$ cat config.mk
export PLATFORM = sky130hd
export DESIGN_NAME = cache_line_mem_if_flat
export DESIGN_NICKNAME = d
export VERILOG_FILES = /design/src/rtl/cache_pkg.sv /design/src/rtl/cache_line_mem_if_if.sv /design/src/rtl/line_beat_serdes.sv /design/src/rtl/cache_line_mem_if.sv /design/src/flat_wrapper.sv
export SDC_FILE = /design/constraint.sdc
export NUM_CORES = 2
export LEC_CHECK = 0
export CAP_MARGIN = 20
export CELL_PAD_IN_SITES_DETAIL_PLACEMENT = 1
export CELL_PAD_IN_SITES_GLOBAL_PLACEMENT = 2
export CORE_AREA = 2 2 461 463
export CTS_BUF_LIST = sky130_fd_sc_hd__clkbuf_8 sky130_fd_sc_hd__clkbuf_16
export DETAILED_ROUTE_END_ITERATION = 6
export DIE_AREA = 0 0 463 465
export HOLD_SLACK_MARGIN = 0.1
export PLACE_DENSITY_LB_ADDON = 0.1
export SYNTH_ARGS = -nofsm -noshare
export SYNTH_HDL_FRONTEND = slang
export SYNTH_SLANG_ARGS = --single-unit
export TNS_END_PERCENT = 10
$ cat constraint.sdc
create_clock -name clk -period 61 [get_ports clk]
set_input_delay 18.3 -clock clk [delete_from_list [all_inputs] [get_ports clk]]
set_output_delay 18.3 -clock clk [all_outputs]
set_load 0.02 [all_outputs]
$ cat src/rtl/cache_pkg.sv
// cache_pkg: constants, line/word types and FSM encoding shared by the
// 4-way cache controller and its line-level memory interface stage.
package cache_pkg;

    localparam int ADDR_W         = 32;
    localparam int WORD_W         = 32;
    localparam int WORDS_PER_LINE = 16;
    localparam int OFFSET_BITS    = 6;
    localparam int LINE_W         = WORDS_PER_LINE * WORD_W;
    localparam int BEAT_W         = $clog2(WORDS_PER_LINE);
    localparam int TAG_W          = ADDR_W - OFFSET_BITS;

    // Word k of a line sits at bits [32k+31:32k].
    typedef logic [WORDS_PER_LINE-1:0][WORD_W-1:0] line_t;

    typedef enum logic [1:0] {
        ST_IDLE = 2'd0,
        ST_WB   = 2'd1,
        ST_FILL = 2'd2,
        ST_DONE = 2'd3
    } state_t;

    // Byte address of one beat; the line offset comes only from the beat.
    function automatic logic [ADDR_W-1:0] beat_addr(
        input logic [TAG_W-1:0]  line,
        input logic [BEAT_W-1:0] beat
    );
        return {line, beat, 2'b00};
    endfunction

endpackage

$ cat src/rtl/cache_line_mem_if_if.sv
// cache_line_mem_if_if: line request/response handshake plus the 32-bit
// beat bus. master = cache controller and memory; slave = this stage.
interface cache_line_mem_if_if;
    import cache_pkg::*;

    logic              req_valid;
    logic              req_ready;
    logic              req_wb;
    logic [ADDR_W-1:0] req_wb_addr;
    logic [LINE_W-1:0] req_wb_data;
    logic              req_fill;
    logic [ADDR_W-1:0] req_fill_addr;
    logic              resp_valid;
    logic [LINE_W-1:0] resp_data;
    logic              busy;
    logic              mem_req;
    logic              mem_we;
    logic [ADDR_W-1:0] mem_addr;
    logic [WORD_W-1:0] mem_wdata;
    logic              mem_ack;
    logic [WORD_W-1:0] mem_rdata;

    modport master (
        output req_valid, req_wb, req_wb_addr, req_wb_data,
        output req_fill, req_fill_addr, mem_ack, mem_rdata,
        input  req_ready, resp_valid, resp_data, busy,
        input  mem_req, mem_we, mem_addr, mem_wdata
    );

    modport slave (
        input  req_valid, req_wb, req_wb_addr, req_wb_data,
        input  req_fill, req_fill_addr, mem_ack, mem_rdata,
        output req_ready, resp_valid, resp_data, busy,
        output mem_req, mem_we, mem_addr, mem_wdata
    );

endinterface

$ cat src/rtl/line_beat_serdes.sv
// line_beat_serdes: beat counter and fill line buffer. Selects the write
// word of a line and inserts read words into the buffer.
// Ports: beat_adv/fill_wr/rdata in; sel_line/sel_idx -> sel_word;
// beat_cnt, beat_nxt and line out.
module line_beat_serdes
    import cache_pkg::*;
(
    input  logic              clk,
    input  logic              rst,
    input  logic              beat_adv,
    input  logic              fill_wr,
    input  logic [WORD_W-1:0] rdata,
    input  line_t             sel_line,
    input  logic [BEAT_W-1:0] sel_idx,
    output logic [BEAT_W-1:0] beat_cnt,
    output logic [BEAT_W-1:0] beat_nxt,
    output logic [WORD_W-1:0] sel_word,
    output line_t             line
);

    // Wraps 15 -> 0 by width; no carry is kept.
    assign beat_nxt = beat_cnt + BEAT_W'(1);
    assign sel_word = sel_line[sel_idx];

    always_ff @(posedge clk or posedge rst) begin
        if (rst) begin
            beat_cnt <= '0;
        end else if (beat_adv) begin
            beat_cnt <= beat_nxt;
        end
    end

    always_ff @(posedge clk or posedge rst) begin
        if (rst) begin
            line <= '0;
        end else if (fill_wr) begin
            line[beat_cnt] <= rdata;
        end
    end

endmodule

$ cat src/rtl/cache_line_mem_if.sv
// cache_line_mem_if: serialises one line request (optional write-back,
// then optional fill) into 16-beat bursts on the 32-bit memory bus.
// Ports: clk, rst (async, active-high); bus = request/response
// handshake and memory beat bus (slave view).
module cache_line_mem_if
    import cache_pkg::*;
(
    input logic                clk,
    input logic                rst,
    cache_line_mem_if_if.slave bus
);

    state_t              state;
    state_t              state_n;
    logic                fill_q;
    logic [TAG_W-1:0]    wb_tag_q;
    logic [TAG_W-1:0]    fill_tag_q;
    line_t               wb_data_q;

    logic                accept;
    logic                fire;
    logic                last;
    line_t               sel_line;
    logic [BEAT_W-1:0]   sel_idx;
    logic [WORD_W-1:0]   sel_word;
    logic [BEAT_W-1:0]   beat_cnt;
    logic [BEAT_W-1:0]   beat_nxt;
    line_t               line;

    logic                req_n;
    logic                we_n;
    logic                ready_n;
    logic [ADDR_W-1:0]   addr_n;
    logic [WORD_W-1:0]   wdata_n;

    assign accept = bus.req_valid && bus.req_ready;
    assign fire   = bus.mem_req && bus.mem_ack;
    assign last   = beat_cnt == BEAT_W'(WORDS_PER_LINE - 1);

    // Beat 0 of a write-back comes straight from the request bus.
    assign sel_line = (state == ST_IDLE) ? line_t'(bus.req_wb_data)
                                         : wb_data_q;
    assign sel_idx  = (state == ST_IDLE) ? '0 : beat_nxt;

    assign bus.busy       = state != ST_IDLE;
    assign bus.resp_valid = state == ST_DONE;
    assign bus.resp_data  = line;

    line_beat_serdes u_serdes (
        .clk      (clk),
        .rst      (rst),
        .beat_adv (fire),
        .fill_wr  (fire && state == ST_FILL),
        .rdata    (bus.mem_rdata),
        .sel_line (sel_line),
        .sel_idx  (sel_idx),
        .beat_cnt (beat_cnt),
        .beat_nxt (beat_nxt),
        .sel_word (sel_word),
        .line     (line)
    );

    always_ff @(posedge clk or posedge rst) begin
        if (rst) begin
            fill_q     <= 1'b0;
            wb_tag_q   <= '0;
            fill_tag_q <= '0;
            wb_data_q  <= '0;
        end else if (accept) begin
            fill_q     <= bus.req_fill;
            wb_tag_q   <= bus.req_wb_addr[ADDR_W-1:OFFSET_BITS];
            fill_tag_q <= bus.req_fill_addr[ADDR_W-1:OFFSET_BITS];
            wb_data_q  <= line_t'(bus.req_wb_data);
        end
    end

    always_ff @(posedge clk or posedge rst) begin
        if (rst) begin
            state <= ST_IDLE;
        end else begin
            state <= state_n;
        end
    end

    always_comb begin
        state_n = state;
        req_n   = bus.mem_req;
        we_n    = bus.mem_we;
        addr_n  = bus.mem_addr;
        wdata_n = bus.mem_wdata;
        unique case (state)
            ST_IDLE: begin
                if (accept) begin
                    if (bus.req_wb) begin
                        state_n = ST_WB;
                        req_n   = 1'b1;
                        we_n    = 1'b1;
                        addr_n  = beat_addr(
                            bus.req_wb_addr[ADDR_W-1:OFFSET_BITS], '0);
                        wdata_n = sel_word;
                    end else if (bus.req_fill) begin
                        state_n = ST_FILL;
                        req_n   = 1'b1;
                        we_n    = 1'b0;
                        addr_n  = beat_addr(
                            bus.req_fill_addr[ADDR_W-1:OFFSET_BITS], '0);
                    end else begin
                        state_n = ST_DONE;
                    end
                end
            end
            ST_WB: begin
                if (fire) begin
                    if (!last) begin
                        addr_n  = beat_addr(wb_tag_q, beat_nxt);
                        wdata_n = sel_word;
                    end else if (fill_q) begin
                        state_n = ST_FILL;
                        we_n    = 1'b0;
                        addr_n  = beat_addr(fill_tag_q, '0);
                    end else begin
                        state_n = ST_DONE;
                        req_n   = 1'b0;
                        we_n    = 1'b0;
                    end
                end
            end
            ST_FILL: begin
                if (fire) begin
                    if (last) begin
                        state_n = ST_DONE;
                        req_n   = 1'b0;
                    end else begin
                        addr_n = beat_addr(fill_tag_q, beat_nxt);
                    end
                end
            end
            ST_DONE: begin
                state_n = ST_IDLE;
            end
            default: begin
                state_n = ST_IDLE;
            end
        endcase
        // Registered, so ready is low through reset and rises one edge later.
        ready_n = state_n == ST_IDLE;
    end

    always_ff @(posedge clk or posedge rst) begin
        if (rst) begin
            bus.req_ready <= 1'b0;
            bus.mem_req   <= 1'b0;
            bus.mem_we    <= 1'b0;
            bus.mem_addr  <= '0;
            bus.mem_wdata <= '0;
        end else begin
            bus.req_ready <= ready_n;
            bus.mem_req   <= req_n;
            bus.mem_we    <= we_n;
            bus.mem_addr  <= addr_n;
            bus.mem_wdata <= wdata_n;
        end
    end

endmodule
$ cat src/flat_wrapper.sv
// flat-port wrapper written by rule: the top's interface ports become plain ports
module cache_line_mem_if_flat import cache_pkg::*;
  (clk, rst, bus_req_valid, bus_req_wb, bus_req_wb_addr, bus_req_wb_data, bus_req_fill, bus_req_fill_addr, bus_mem_ack, bus_mem_rdata, bus_req_ready, bus_resp_valid, bus_resp_data, bus_busy, bus_mem_req, bus_mem_we, bus_mem_addr, bus_mem_wdata);
  cache_line_mem_if_if bus_i ();
  input logic clk;
  input logic rst;
  input wire logic [$bits(bus_i.req_valid)-1:0] bus_req_valid;
  input wire logic [$bits(bus_i.req_wb)-1:0] bus_req_wb;
  input wire logic [$bits(bus_i.req_wb_addr)-1:0] bus_req_wb_addr;
  input wire logic [$bits(bus_i.req_wb_data)-1:0] bus_req_wb_data;
  input wire logic [$bits(bus_i.req_fill)-1:0] bus_req_fill;
  input wire logic [$bits(bus_i.req_fill_addr)-1:0] bus_req_fill_addr;
  input wire logic [$bits(bus_i.mem_ack)-1:0] bus_mem_ack;
  input wire logic [$bits(bus_i.mem_rdata)-1:0] bus_mem_rdata;
  output wire logic [$bits(bus_i.req_ready)-1:0] bus_req_ready;
  output wire logic [$bits(bus_i.resp_valid)-1:0] bus_resp_valid;
  output wire logic [$bits(bus_i.resp_data)-1:0] bus_resp_data;
  output wire logic [$bits(bus_i.busy)-1:0] bus_busy;
  output wire logic [$bits(bus_i.mem_req)-1:0] bus_mem_req;
  output wire logic [$bits(bus_i.mem_we)-1:0] bus_mem_we;
  output wire logic [$bits(bus_i.mem_addr)-1:0] bus_mem_addr;
  output wire logic [$bits(bus_i.mem_wdata)-1:0] bus_mem_wdata;
  assign bus_i.req_valid = bus_req_valid;
  assign bus_i.req_wb = bus_req_wb;
  assign bus_i.req_wb_addr = bus_req_wb_addr;
  assign bus_i.req_wb_data = bus_req_wb_data;
  assign bus_i.req_fill = bus_req_fill;
  assign bus_i.req_fill_addr = bus_req_fill_addr;
  assign bus_i.mem_ack = bus_mem_ack;
  assign bus_i.mem_rdata = bus_mem_rdata;
  assign bus_req_ready = bus_i.req_ready;
  assign bus_resp_valid = bus_i.resp_valid;
  assign bus_resp_data = bus_i.resp_data;
  assign bus_busy = bus_i.busy;
  assign bus_mem_req = bus_i.mem_req;
  assign bus_mem_we = bus_i.mem_we;
  assign bus_mem_addr = bus_i.mem_addr;
  assign bus_mem_wdata = bus_i.mem_wdata;
  cache_line_mem_if u_core (.clk(clk), .rst(rst), .bus(bus_i));
endmodule
==> flow_summary.json <==
{
  "status": "complete, no violations",
  "drv_slew": 0,
  "drive_above_1_share_pct": 17.0,
  "cts_buffer_depth": 3,
  "grtUsageTotal_pct": 21.4,
  "critical-path-max-stage-delay_ns": 0.84,
  "r2r-start": "u_core.bus.req_ready",
  "htreeDepth": 4,
  "netlist_area_um2": 48300,
  "synth_edf_count": 0,
  "port_buffers": 1180,
  "cts_setup_buffers": 0,
  "syn_avg_cell_area_um2": 11.0,
  "finalSetupTns_ns": 0,
  "num_vias": 37667,
  "first_pass_iters": 4,
  "hold_path.class": "reg2reg",
  "fmax_mhz": 44.1,
  "fin_util_pct": 32.3,
  "setup_viol": 0,
  "fin_ws_ns": 38.33,
  "reg2reg_slack_ns": 56.36,
  "post-route-period-util_pct": 37.2,
  "gp_congestion": 0.772,
  "r2r_cells": 7,
  "r2r_end": "u_core.wb_data_q[217]",
  "synth_seq_cells": 1148,
  "row_count": 169,
  "dpl.hpwl_um": 169000,
  "dp_slack_ns": 37.16,
  "hold_buffers": 0,
  "rsz0062_at_grt": "no",
  "maxSlewHeadroom_pct": 17.6,
  "leakage_nw": 31.8,
  "worst_setup_path_end_kind": "asynchronous set/reset pin",
  "worstSetupStartpointType": "input pin",
  "cp_common_cell": "buf_4",
  "cts_root_buf": "clkbuf_16",
  "hold_depth": 2,
  "ys_types": 57,
  "cts_resized": 0,
  "core_um2": 211000,
  "drtIter0Drc": 1755,
  "drc": 0,
  "crit_family": "buffers and inverters",
  "ys_warn_count": 0,
  "p_per_area_nw_per_um2": 55.3,
  "avgViaCountPerCell": 4.46,
  "path_class": "in2async",
  "drt-total-wl_um": 234000,
  "fin_hold_ws_ns": 0.467,
  "hold_violations": 0,
  "ios": 1195,
  "synthFlopType": "dfrtp_1",
  "crit_chain": "clkdlybuf4s50_1 -> inv_8 -> buf_4 -> buf_4 -> buf_4 -> buf_4 -> buf_4",
  "gr-total-overflow": 0,
  "vdd_drop_max_uv": 30.5,
  "cts_buffers": 148,
  "clk_pin_slew_ns": 0.05,
  "cp_data_required_time_ns": 61.80,
  "path_max_fanout": 109,
  "area_growth_pct": 40.9,
  "fp.dieArea_um2": 215000,
  "cts_tree": "yes",
  "nNetsFinal": 6105,
  "post_drt_wl_per_cell_um": 27.7,
  "async_reset_ff_share_pct": 100,
  "grt_pass1_wl_um": 327000,
  "clock_latency_ns": 0.80,
  "seq_area_frac_synth_pct": 59.5,
  "fp.dieW_um": 463,
  "chipHeight_um": 465,
  "crit_buf_inv": 7,
  "synth_cells": 4383,
  "start_util_pct": 22.9,
  "clock-sinks": 1148,
  "crit_path_top_delay_cell": "buf_4",
  "drv_cap": 0,
  "holdPathEnd": "u_core.wb_data_q[30]",
  "cp_data_arrival_time_ns": 23.47,
  "holdCritStartpoint": "u_core.wb_data_q[30]",
  "min_period_ns": 22.67,
  "tightest_slew_ns": 1.24,
  "grt_antenna_before_repair": 135,
  "finalClockSkew_ns": 0.0273,
  "grt_pass1_vias": 39705,
  "grt_max_degree": 181,
  "ant_nets": 0
}
[per-stage QoR]
stage          area [um^2]  total power [mW]  cells
2_1_floorplan        48300              2.12   4384
3_3_place_gp         63100              2.94   8151
3_5_place_dp         63100              2.96   8152
4_1_cts              67900              3.86   8414
5_1_grt              68000              4.00   8431
6_report             68100              3.76   8451
[routing by layer]
metal / up-vias / global-route usage [%] / wire (um)
met5: - / 0 / 855
met4: 132 / 6.10 / 6150
met3: 402 / 7.72 / 17700
met2: 1008 / 38.1 / 120000
met1: 19242 / 23.9 / 89600
li1: 16883 / - / -
[sequential cells by signal (all words and copies together) (netlist names)]
signal                    count
u_core.state                  2
u_core.u_serdes.beat_cnt      4
u_core.bus.mem_addr          30
u_core.wb_tag_q              26
u_core.u_serdes.line        512
u_core.fill_q                 1
u_core.wb_data_q            512
u_core.bus.mem_req            1
u_core.bus.mem_wdata         32
u_core.bus.mem_we             1
u_core.bus.req_ready          1
u_core.fill_tag_q            26
[synth_stat cells (13+ instances only)]
cell type	number	area (um^2)
a31oi_1	14	87.6
o22ai_1	49	307
mux2_1	24	270
nand3_1	19	95.1
mux4_2	72	1620
a21oi_1	61	305
o211ai_1	15	113
a211oi_1	55	413
mux2_2	543	6110
a221oi_1	19	166
mux2i_1	43	430
dfrtp_1	1148	28700
nor2_1	35	131
buf_2	98	490
nand2_1	1776	6670
o21ai_0	13	65.1
a211o_1	16	140
nor2b_1	29	181
buf_1	26	97.6
clkbuf_1	171	642
a22oi_1	56	420
[worst register-to-register path: cells and delay by family (launching register included)]
| family | cells | cell delay [ns] |
|---|---|---|
| buffers and inverters | 4 | 3.20 |
| flip-flops | 1 | 0.43 |
| AND/OR/NAND/NOR | 3 | 0.95 |
[logic make-up (layout without fill, tap and decap cells)]
kind of cell | after synthesis | in the layout | synth area share [%]
and+or+nand+nor | 1888 | 1888 | 15.1
DFF | 1148 | 1148 | 59.5
muxes | 682 | 682 | 17.5
AOI/OAI and AO/OA | 332 | 332 | 4.79
buffers and inverters | 318 | 1529 | 2.85
adders and majority gates | 8 | 8 | 0.207
xor gates and xnor gates | 6 | 6 | 0.124
other | 1 | 37 | 0.00776
[cells in the final DEF (no fill, tap or decap), types with 4 or more instances in the layout]
master and n:
a211o_1 16, a211oi_1 54, a21oi_1 61, a221o_1 8, a221oi_1 19, a22oi_1 56
a31o_2 6, a31oi_1 14, buf_4 72, bufinv_16 6, clkbuf_16 149, clkbuf_8 27
clkdlybuf4s50_1 1179, clkinv_2 15, dfrtp_1 1147, diode_2 35, ha_1 6, inv_1 56
inv_6 6, mux2_1 24, mux2_2 543, mux2i_1 43, mux4_2 72, nand2_1 1772
nand2b_1 5, nand3_1 15, nand3_2 4, nor2_1 21, nor2_4 13, nor2b_1 27
nor3_1 7, o211ai_1 15, o21ai_0 13, o221ai_1 7, o22ai_1 49
[where the power goes]
group	internal (mW)	total, mW	leakage [nW]	switching (mW)
Combinational	0.660	1.63	14.4	0.966
Sequential	1.08	1.27	14.9	0.182
Clock	0.503	0.868	2.54	0.365
Total	2.25	3.76	31.8	1.51
[how the worst max path moves through the flow]
stage | start | endpoint | cells past startpoint | slack [ns]
after global routing | rst | u_core.wb_data_q[278] | 7 | 37.59
after detailed placement | rst | u_core.wb_data_q[433] | 7 | 37.16
after CTS | rst | u_core.wb_data_q[437] | 7 | 38.05
after global placement | rst | u_core.wb_data_q[401] | 7 | 37.14
final | rst | u_core.wb_data_q[433] | 7 | 38.33
after floorplan | rst | u_core.bus.mem_addr[10] | 1 | 10.37
[area by class of cell]
type | instances | area, um^2
clock inverters | 86 | 682
well taps | 2821 | 3530
clock buffers | 176 | 4100
diodes | 35 | 87.6
repair buffers | 1258 | 12500
fillers | 23301 | 143000
multi-input cells | 2918 | 18400
flip-flops and latches | 1148 | 28700
inverters | 9 | 43.8
Note: power is estimated with default switching activity, not from simulation.
